--- config.mk ---
export PLATFORM = sky130hd
export DESIGN_NAME = prog_exc_handler
export DESIGN_NICKNAME = d
export VERILOG_FILES = /design/src/rtl/prog_exc_handler.sv
export SDC_FILE = /design/constraint.sdc
export NUM_CORES = 1
export LEC_CHECK = 0
export ABC_CLOCK_PERIOD_IN_PS = 1550
export CORE_ASPECT_RATIO = 1.75
export CORE_MARGIN = 2
export CORE_UTILIZATION = 35
export CTS_CLUSTER_DIAMETER = 150
export CTS_CLUSTER_SIZE = 14
export DETAILED_ROUTE_END_ITERATION = 10
export GPL_ROUTABILITY_DRIVEN = 0
export GPL_TIMING_DRIVEN = 0
export PLACE_DENSITY = 0.87
export REMOVE_ABC_BUFFERS = 1
export SLEW_MARGIN = 20
export SYNTH_ARGS = -nofsm -noshare
export SYNTH_HDL_FRONTEND = slang
export SYNTH_SLANG_ARGS = --single-unit
--- constraint.sdc ---
create_clock -name clk -period 1.55 [get_ports clk]
set_input_delay 0.2325 -clock clk [delete_from_list [all_inputs] [get_ports clk]]
set_output_delay 0.2325 -clock clk [all_outputs]
set_load 0.02 [all_outputs]
--- src/rtl/prog_exc_handler.sv ---
// Program-interrupt sequencer: capture the fault, drain the pipe, write
// SRR0/SRR1/ESR, redirect to the program vector with a masked MSR, then ack.
module prog_exc_handler #(
   parameter int unsigned DRAIN_MAX = 15
) (
   input  logic        clk,
   input  logic        rst,
   input  logic        progErr,
   input  logic [2:0]  progErrCode,
   input  logic [0:31] curPC,
   input  logic [0:31] MSR,
   input  logic [0:31] IVPR,
   input  logic [0:31] IVOR6,
   input  logic        pipeEmpty,
   output logic        ack,
   output logic        flush,
   output logic        srr0_we,
   output logic        srr1_we,
   output logic        esr_we,
   output logic [0:31] srr0_wd,
   output logic [0:31] srr1_wd,
   output logic [0:31] esr_wd,
   output logic        msr_we,
   output logic [0:31] msr_wd,
   output logic        npc_we,
   output logic [0:31] npc,
   output logic        busy
);

   typedef enum logic [2:0] {IDLE, CAPTURE, DRAIN, SAVE, REDIRECT, ACK} state_t;

   // Last drain count before giving up on pipeEmpty.
   localparam logic [7:0] DRAIN_LAST = 8'(DRAIN_MAX - 1);

   state_t      state_q, state_d;
   logic [7:0]  cnt_q, cnt_d;
   logic [2:0]  code_q, code_d;
   logic [0:31] pc_q, pc_d;
   logic [0:31] msr_q, msr_d;
   logic [0:15] vpfx_q, vpfx_d;   // IVPR[0:15]
   logic [0:11] voff_q, voff_d;   // IVOR6[16:27]

   // Only the vector-relevant bits of IVPR/IVOR6 are kept.
   logic unused_vec_bits;
   assign unused_vec_bits = ^{IVPR[16:31], IVOR6[0:15], IVOR6[28:31]};

   // State and latched fault context; everything clears asynchronously.
   always_ff @(posedge clk or negedge rst) begin
      if (!rst) begin
         state_q <= IDLE;
         cnt_q   <= '0;
         code_q  <= '0;
         pc_q    <= '0;
         msr_q   <= '0;
         vpfx_q  <= '0;
         voff_q  <= '0;
      end else begin
         state_q <= state_d;
         cnt_q   <= cnt_d;
         code_q  <= code_d;
         pc_q    <= pc_d;
         msr_q   <= msr_d;
         vpfx_q  <= vpfx_d;
         voff_q  <= voff_d;
      end
   end

   // Next state and per-state outputs; every output is zero outside its state.
   always_comb begin
      state_d = state_q;
      cnt_d   = cnt_q;
      code_d  = code_q;
      pc_d    = pc_q;
      msr_d   = msr_q;
      vpfx_d  = vpfx_q;
      voff_d  = voff_q;
      ack     = 1'b0;
      flush   = 1'b0;
      srr0_we = 1'b0;
      srr1_we = 1'b0;
      esr_we  = 1'b0;
      srr0_wd = '0;
      srr1_wd = '0;
      esr_wd  = '0;
      msr_we  = 1'b0;
      msr_wd  = '0;
      npc_we  = 1'b0;
      npc     = '0;
      busy    = (state_q != IDLE);
      case (state_q)
         IDLE: begin
            if (progErr) state_d = CAPTURE;
         end
         CAPTURE: begin
            flush   = 1'b1;
            code_d  = progErrCode;
            pc_d    = curPC;
            msr_d   = MSR;
            vpfx_d  = IVPR[0:15];
            voff_d  = IVOR6[16:27];
            cnt_d   = '0;
            state_d = DRAIN;
         end
         DRAIN: begin
            flush = 1'b1;
            cnt_d = cnt_q + 8'd1;
            if (pipeEmpty || cnt_q == DRAIN_LAST) state_d = SAVE;
         end
         SAVE: begin
            srr0_we = 1'b1;
            srr1_we = 1'b1;
            esr_we  = 1'b1;
            srr0_wd = pc_q;
            srr1_wd = msr_q;
            // Priority: illegal (PIL) > privilege (PPR) > trap (PTR).
            if (code_q[2])      esr_wd[4] = 1'b1;
            else if (code_q[1]) esr_wd[5] = 1'b1;
            else if (code_q[0]) esr_wd[6] = 1'b1;
            state_d = REDIRECT;
         end
         REDIRECT: begin
            npc_we     = 1'b1;
            msr_we     = 1'b1;
            npc        = {vpfx_q, voff_q, 4'b0000};
            // Keep CE, ME, DE; everything else is cleared on entry.
            msr_wd[14] = msr_q[14];
            msr_wd[19] = msr_q[19];
            msr_wd[22] = msr_q[22];
            state_d    = ACK;
         end
         ACK: begin
            ack     = 1'b1;
            state_d = IDLE;
         end
         default: state_d = IDLE;
      endcase
   end

endmodule

Yosys cells after proc, flatten, opt, wreduce, memory -nomap -nowiden

Index checks and enable logic that the tools add are counted.

Flip-flop bits (word level): 106
Input port bits: 135
Output and inout port bits: 168
Word-level logic and storage cells: 42

$add $sub $neg: 1
Eq/ne operators: 8
Muxes and demuxes: 20
Reductions and logical operators: 6

Operators with widths:

| kind                                                                   | count |
|---|---|
| 32-bit 2-to-1 mux                                                      | 3 |
| 8-bit one-hot mux with 2 select lines                                  | 1 |
| 3-bit one-hot mux with 5 select lines                                  | 1 |
| 1-bit 2-to-1 mux                                                       | 11 |
| 3-bit 2-to-1 mux                                                       | 3 |
| 8-bit by 1-bit adder with 8-bit output (second input constant)         | 1 |
| 8-bit by 4-bit equality test with 1-bit output (second input constant) | 1 |
| 3-bit by 2-bit equality test with 1-bit output (second input constant) | 2 |
| 3-bit equality test (second input constant)                            | 2 |
| 2-bit inequality test (second input constant)                          | 2 |
| 3-bit by 1-bit equality test with 1-bit output (second input constant) | 1 |
| 3-bit logical NOT                                                      | 1 |
| 3-bit nonzero test                                                     | 1 |
| 2-bit 2-to-1 mux                                                       | 1 |
| 2-bit AND reduction                                                    | 1 |
| 2-bit nonzero test                                                     | 1 |
| 2-bit OR reduction                                                     | 1 |
| 1-bit logical OR                                                       | 1 |

Logic depth before layout (Yosys ltp)

Gate-level depths: netlist (run 1).

Word-level depth: 4
Mapped depth: 7
Gate-level depth less buffers: 5

Worst setup path before layout (run 1)

Ideal clock, no wire load.

Path kind: register -> output
Start point: register state_q[2]
End point: output esr_wd[6] (netlist bit)
Arrival: 1687 ps
Data required time: 1317 ps
Slack: -369 ps
Stages on the path, launching flop included: 6
Path buffers: 3
Cell sequence: dfrtp_1 -> buf_6 -> and3b_1 -> buf_2 -> clkbuf_1 -> nor4bb_1

Cells in the longest elaborated chain, start to end: 2

Ends and longest elaborated chain:

| what                                           | line | source |
|---|---|---|
| from (decl)                                    | 35   | `state_t state_q, state_d;` |
| from (signal assigned)                         | 58   | `state_q <= state_d;` |
| 3-bit by 2-bit equality test with 1-bit output | 90   | `case (state_q)` |
| 3-bit 2-to-1 mux                               | 90   |  |
| to (decl)                                      | 22   | `output logic [0:31] esr_wd,` |

No other way between the ends.

Worst setup path after layout (run 1)

Start point: register state_q[2]
End point: output srr0_wd[14] (netlist bit)

Cells in the longest elaborated chain, start to end: 2

Ends and longest elaborated chain:

| what                                           | line | source |
|---|---|---|
| 3-bit by 2-bit equality test with 1-bit output | 90   |  |
| 32-bit 2-to-1 mux                              | 90   |  |
| to (decl)                                      | 20   | `output logic [0:31] srr0_wd,` |

No other way between the ends.

==> summary.txt, run 1 <==
Yosys
  – Post-synth top cells: nand2_1, dfrtp_1, and2_1
  – Syn Inst Count: 638
  – Count leader, synth: nand2_1
  – Post-synth EDFFs: 0
  – Syn Area/Cell: between 8 and 9 um2
  – Post-synth cell types: 31
  – Yosys warns: 0
  – Post-synthesis sequential area ratio: 0.496
  – Ys flop type: dfrtp_1
  – Area share of the leading cell type in the synthesized netlist: 0.496
  – Area leader, netlist: dfrtp_1
  – Top cells by area, synth: dfrtp_1, nand2_1, and2_1, buf_4, buf_2
  – Async S/R FF share, synth: 1.00
  – Flops & latches, synth: 106
  – Synth Cell Area: between 5000 and 6000 um2

Timing
  – Unrepaired setup endpoints after global routing: true
  – Final clock skew: 12.0 ps
  – Minimum clock period: 1960 ps
  – Fmax: 510 MHz
  – Period Utilization, post-route: 1.26
  – Final Slew Violations: 0
  – Setup-failing EPs final: 199
  – Worst Setup Slack, final: -411 ps
  – Final Hold Fails: 0

Route
  – Via density: between 4 and 5
  – DR iter-0 viols: 195
  – DR pass1 iterations: 4
  – DRT Wirelength: between 15000 and 20000 um
  – Routed WL per cell: 16.4 um
  – Final routed DRC violation total: 0
  – Total number of vias: between 4000 and 5000
  – Final ANT Viol Nets: 0

Flow run
  – Max-cap viol count: 0

Global routing
  – GRT Overall Usage: 0.193
  – M3 GR Usage: 0.0284
  – First-pass GRT wire length: 25000 um
  – Grt ovf: 0
  – Busiest grt layer: met2
  – Met1 usage: 0.225
  – Vias in the first global route: 4677
  – Grt met2 use: 0.348
  – Initial antenna violation count: 0
  – Pin count of the biggest net entering global routing: 66

Clocking
  – CTS Buffer Depth: 2
  – Num CTS Buffers: 9
  – Clk root buf: clkbuf_16
  – Clock Sinks: 106
  – CTS tree: yes
  – H-tree levels: 3
  – CTS clk-pin slew, worst paths: ~80 ps
  – Worst skew pair latency: roughly 350 ps

Critical path
  – Slowest cell delay on critical path: 450 ps
  – Slowest-stage cell, CP: dfrtp_2
  – Crit-path leading delay family: simple AND/OR/NAND/NOR gates
  – CP max FO: 7
  – Startpoint types: register
  – CP required: 1320 ps
  – Kind of end point of the critical path: primary output
  – Worst path bufs/invs: 3
  – WP data arrival: between 1500 and 2000 ps
  – Critical path class: register to primary output
  – Crit path cell chain: and3b_4 > buf_12 > clkbuf_16 > and2_4 > buf_6

Place
  – DP Wirelength: 10100 um
  – Inst Count DP: 995
  – Port bufs: approximately 200
  – Pre-CTS setup slack: -1100 ps

Outcome
  – Outcome: finished, violations left
  – Violations in the final reports: negative setup slack

Cells and area
  – Final Net Count: 1016
  – Util after Layout: 0.576
  – Post-Layout Cell Count: about 1100
  – Share of cells above drive strength 1: 0.265
  – Area Growth Syn to Fin: 60.6%
  – ANT cells: 0

Pwr
  – Power density cells: 1860 nW/um2
  – Static leakage: 4.46 nW
  – Gate power share: 0.536
  – Switch Pwr: 6.20 mW
  – Sequential Power Share: 0.303
  – Clk pwr share: 0.161
  – Worst VDD drop: 0.000735 V
  – Internal power: 9.76 mW
  – Sw frac: 0.388

Floorplan
  – IO Pins: 303
  – Effective utilization at floorplan: 0.359
  – Cell Rows: about 60
  – Die area: 16300 um2
  – Die height: 168 um
  – CORE AREA: 14900 um2
  – Die W: 97.5 um

Worst hold path
  – HP Class: primary input to asynchronous set/reset pin
logic make-up after synthesis:
group | Yosys count | synth area share
compound gates | 8 | 0.0122
fa+ha+maj | 2 | 0.00467
simple gates | 412 | 0.351
mux | 5 | 0.00958
other cells | 1 | 0.000701
flops | 106 | 0.496
buf+inv | 104 | 0.126
state kept, by name, summed over array words and instances (netlist names):
register and count:
msr_q 32, pc_q 32, vpfx_q 16, voff_q 12, cnt_q 8, code_q 3
state_q 3
cell type report:
cell class                      count  area (um2)
Tap cell                          183         229
Clock inverter                      7         108
Clock buffer                        9         225
Inverter                            3        11.3
Multi-Input combinational cell    496        2460
Fill cell                        1263        6320
Timing Repair Buffer              263        2910
Sequential cell                   106        2660
power by group through the flow:
| stage | Sequential, mW | Combinational [mW] | Clock (mW) |
|---|---|---|---|
| floorplan | 4.58 | 3.36 | 0 |
| global placement | 4.66 | 4.67 | 0 |
| detailed placement | 4.82 | 6.01 | 0 |
| CTS | 4.75 | 6.86 | 2.64 |
| global route | 5.01 | 9.27 | 2.76 |
| finish | 4.83 | 8.55 | 2.57 |
metal layers:
metal / routed length, um / vias to the layer above
li1: - / 2325
met1: 6580 / 2365
met2: 9430 / 215
met3: 839 / 40
met4: 669 / 0
met5: 0 / -
metrics by stage:
step | cell area [um2] | setup TNS, ps | hold slack [ps] | power [mW]
3_3_place_gp | 7190 | -1028530 | 448 | 9.33
3_5_place_dp | 7380 | -110290 | 182 | 10.8
5_1_grt | 8590 | -48860 | 390 | 17.0
6_report | 8590 | -37780 | 368 | 16.0
4_1_cts | 7940 | -56810 | 366 | 14.2
2_1_floorplan | 4920 | -304630 | -63.1 | 7.94
worst paths after layout:
| check | from | endpoint | slack (ps) | cells after the start |
|---|---|---|---|---|
| worst max-delay path | state_q[2]$_DFFE_PN0P_ | srr0_wd[14] | -410 | 5 |
| worst min-delay path | rst | pc_q[18]$_DFFE_PN0P_ | 370 | 2 |
| worst max register to register | cnt_q[0]$_DFFE_PN0P_ | state_q[0]$_DFFE_PN0P_ | -220 | 5 |
| worst min register to register | vpfx_q[9]$_DFFE_PN0P_ | vpfx_q[9]$_DFFE_PN0P_ | 470 | 2 |
| max in group asynchronous | rst | pc_q[23]$_DFFE_PN0P_ | 510 | 3 |
| min in group clk | IVOR6[16] | voff_q[0]$_DFFE_PN0P_ | 400 | 3 |
cells in the final DEF, fill, tap and decap left out, types with 2 or more instances in the layout:
master           netlist  routed
clkdlybuf4s50_1        0      97
nand3_1                5       5
and3b_1                3       2
and2_1                96      64
nor3b_4                0       2
o21ai_0                3       3
buf_12                 0       8
or3_1                  2       2
bufinv_16              0       2
buf_16                 0       5
buf_6                  3      80
inv_8                  0       2
inv_1                  3       3
or3b_4                 0       6
nand2_1              294     293
and3b_4                0       2
buf_8                  0       4
clkbuf_16              0      17
mux2i_1                4       4
ha_1                   2       2
and2_4                 0      32
dfrtp_2                0       3
buf_4                 65      55
and3b_2                0       2
buf_2                 15       4
dfrtp_1              106     103
conb_1                 1      62
timing repair:
action                                  in CTS  in global routing
hold endpoints to repair                    41                  0
endpoints found under the setup margin     203                211
buffers inserted                            19                 16
cloned                                       8                 12
hold buffers                                 1                  0
gates resized for setup                    469                207
pin swaps                                    5                 13
Power figures use the tool's default switching activity.
==> run 2, diff against run 1 <==
--- a/config.mk
+++ b/config.mk
@@ -9,7 +9,7 @@
 export CORE_ASPECT_RATIO = 1.75
 export CORE_MARGIN = 2
 export CORE_UTILIZATION = 35
-export CTS_CLUSTER_DIAMETER = 150
+export CTS_CLUSTER_DIAMETER = 80
 export CTS_CLUSTER_SIZE = 14
 export DETAILED_ROUTE_END_ITERATION = 10
 export GPL_ROUTABILITY_DRIVEN = 0
==> results of run 2 <==
Final layout, timing and power as in run 1 (identical DEF).
==> variant: new RTL, flow settings as in run 2 <==
The 6 states of `state_t` get a one-hot encoding in 6 bits.
--- a/src/rtl/prog_exc_handler.sv
+++ b/src/rtl/prog_exc_handler.sv
@@ -27,7 +27,7 @@
    output logic        busy
 );
 
-   typedef enum logic [2:0] {IDLE, CAPTURE, DRAIN, SAVE, REDIRECT, ACK} state_t;
+   typedef enum logic [5:0] {IDLE = 6'b000001, CAPTURE = 6'b000010, DRAIN = 6'b000100, SAVE = 6'b001000, REDIRECT = 6'b010000, ACK = 6'b100000} state_t;
 
    // Last drain count before giving up on pipeEmpty.
    localparam logic [7:0] DRAIN_LAST = 8'(DRAIN_MAX - 1);
Function: no difference found for any inputs over 10 cycles, from zero or initial values and one cycle with rst low; not proved beyond that.
==> variant against run 2 <==
  * The run still ends with negative setup slack left
  * Total power is 28% lower
  * Largest cell class unchanged
  * Final area is 7.5% higher
  * Clock skew is 1.3 ps lower
  * Synthesized cell count is 31% lower
  * Utilization is 4.3 points higher
  * Sequential cell count is 3 higher
  * Fmax is 20% lower
  * Synthesized area hardly changed
  * Routed wire length is 13% lower
  * Critical endpoint is now srr1_wd[22]
  * Setup slack worse by 500 ps
  * First-iteration DRC count is 48% lower
==> variant: results (changes against run 2) <==
[detailed_routing]
totalWireLength_um = 15230  ; -13%
drt_iter0_markers = 101  ; -48%
wl_per_cell_um = 16.63  ; +1.3%

[worst_setup_path]
cp.arrival_ps = 2230  ; +500 ps
cp_slowest_stage_delay_ps = 560  ; +110 ps
crit_path_max_fanout = 5  ; -2
cp_slowest_cell = or4_4
r2r_cells = 6  ; +1
r2r_slack_ps = -760  ; -540 ps
r2r-end = cnt_q[6]

[layout]
area_delta_synth_final_pct = 72.77
drive_gt1_share_pct = 56.48  ; +30 points
nets = 865  ; -15%

[logic_synthesis]
yosysSeqAreaShare_pct = 51.03  ; +1.5 points
synth_commonest_cells = dfrtp_1 (108), and2_1 (97), mux2_2 (95)
avgSynthCellArea_um2 = 12.07  ; +44%
yosysUniqueCellTypes = 32  ; +3.2%
synth_area_leaders = dfrtp_1 (51%), mux2_2 (20%), and2_1 (11%)

[sta]
worstMarginPinSlew_ps = 524.7
setup_slack_ps = -908.2  ; -497.5 ps
skew_ps = 10.72  ; -1.320 ps
tns_ps = -145780  ; -108,000 ps
setup-violations-final = 213  ; +7.0%

[power_and_ir_drop]
vdd_ir_drop_max_uv = 645.3  ; -12%
p_leak_nw = 4.327  ; -3.1%

[grt]
grt.total_usage_pct = 17.80  ; -1.5 points
use_met2_pct = 33.40  ; -1.3 points
grt_pass1_vias = 4431  ; -5.3%
grt.met3_usage_pct = 3.715  ; +0.88 points
grt_max_degree = 58  ; -12%
grt_first_pass_wirelength_um = 23120  ; -7.7%
grt.met1_usage_pct = 18.93  ; -3.5 points

[clocking]
clk_pin_slew_ps = 70
numCtsBuffers = 9  ; unchanged

[placed_design]
placedCellCount = 820  ; -18%
dp_hpwl_um = 9702  ; -3.8%
post-place-ws_ps = -1622  ; -525.5 ps
dpl_cell_area_mm2 = 0.007461  ; +1.1%

[outcome]
status = finished, violations left
violations = negative setup slack

variant: cell types whose count changed after synthesis, moves of 3 or more:
cell and change:
a31oi_1 +4, buf_2 -15, mux2_2 +95, nand2_1 -283
nand3_1 -3, nor2_1 +3, nor3b_1 +5, o21ai_0 -3
variant: per-layer routing:
metal / vias up / part of all wire [%]
li1: 1912 / -
met1: 2106 / 35
met2: 192 / 56
met3: 32 / 5.3
met4: 0 / 3.2
met5: - / 0
variant: report_power, final:
group | switching, mW | internal, mW | total (mW) | leakage (nW)
registers | 0.745 | 4.21 | 4.95 | 1.30
logic | 1.55 | 2.84 | 4.39 | 2.90
clock network | 1.05 | 1.11 | 2.16 | 0.127
total | 3.35 | 8.16 | 11.5 | 4.33
variant: area by class of cell:
class	count	area (um^2)
Clock buffer	12	236.5
Clock inverter	4	33.78
Fill cell	1120	5673
Inverter	3	11.26
Multi-Input combinational cell	305	2643
Sequential cell	109	2730
Tap cell	183	229.0
Timing Repair Buffer	300	3356
variant: kinds of logic after synthesis:
family | count (synthesis) | share of synthesized area (%)
DFF | 109 | 51.03
muxes | 98 | 20.57
and+or+nand+nor | 133 | 15.37
AOI/OAI and AO/OA | 10 | 1.310
adders and majority gates | 2 | 0.4679
buffers and inverters | 90 | 11.18
other | 1 | 0.07012
variant: how the worst max path moves through the flow:
stage | end | depth (start not counted) | start | slack (ps)
detailed placement | esr_wd[6] | 6 | state_q[4] | -1620
floorplan | esr_wd[6] | 3 | state_q[4] | -4150
global placement | srr1_we | 3 | state_q[4] | -6390
finish | srr1_wd[22] | 7 | state_q[5] | -910
CTS | esr_wd[6] | 6 | state_q[0] | -920
global route | esr_wd[6] | 6 | state_q[5] | -990
variant: repair_timing:
| action | 4_1_cts | 5_1_grt |
|---|---|---|
| resized for setup | 763 | 72 |
| hold endpoints to repair | 52 | 0 |
| gates cloned | 8 | 3 |
| hold buffers | 1 | 0 |
| setup endpoints to repair | 212 | 214 |
| pin swaps | 40 | 36 |
| setup buffers | 58 | 21 |
variant: stage by stage:
| stage | hold slack [ps] | power (mW) |
|---|---|---|
| 5_1_grt | 461.6 | 12.16 |
| 3_5_place_dp | 227.6 | 7.918 |
| 3_3_place_gp | 457.5 | 7.348 |
| 4_1_cts | 427.1 | 11.11 |
| 2_1_floorplan | -63.09 | 6.952 |
| 6_report | 419.3 | 11.51 |
variant: worst reg2reg max path: stages, from the launching register on:
cell	delay, ps
dfrtp_1	380
or4_4	560
buf_4	160
or3b_4	410
buf_6	150
or4_4	490
nand3_1	90
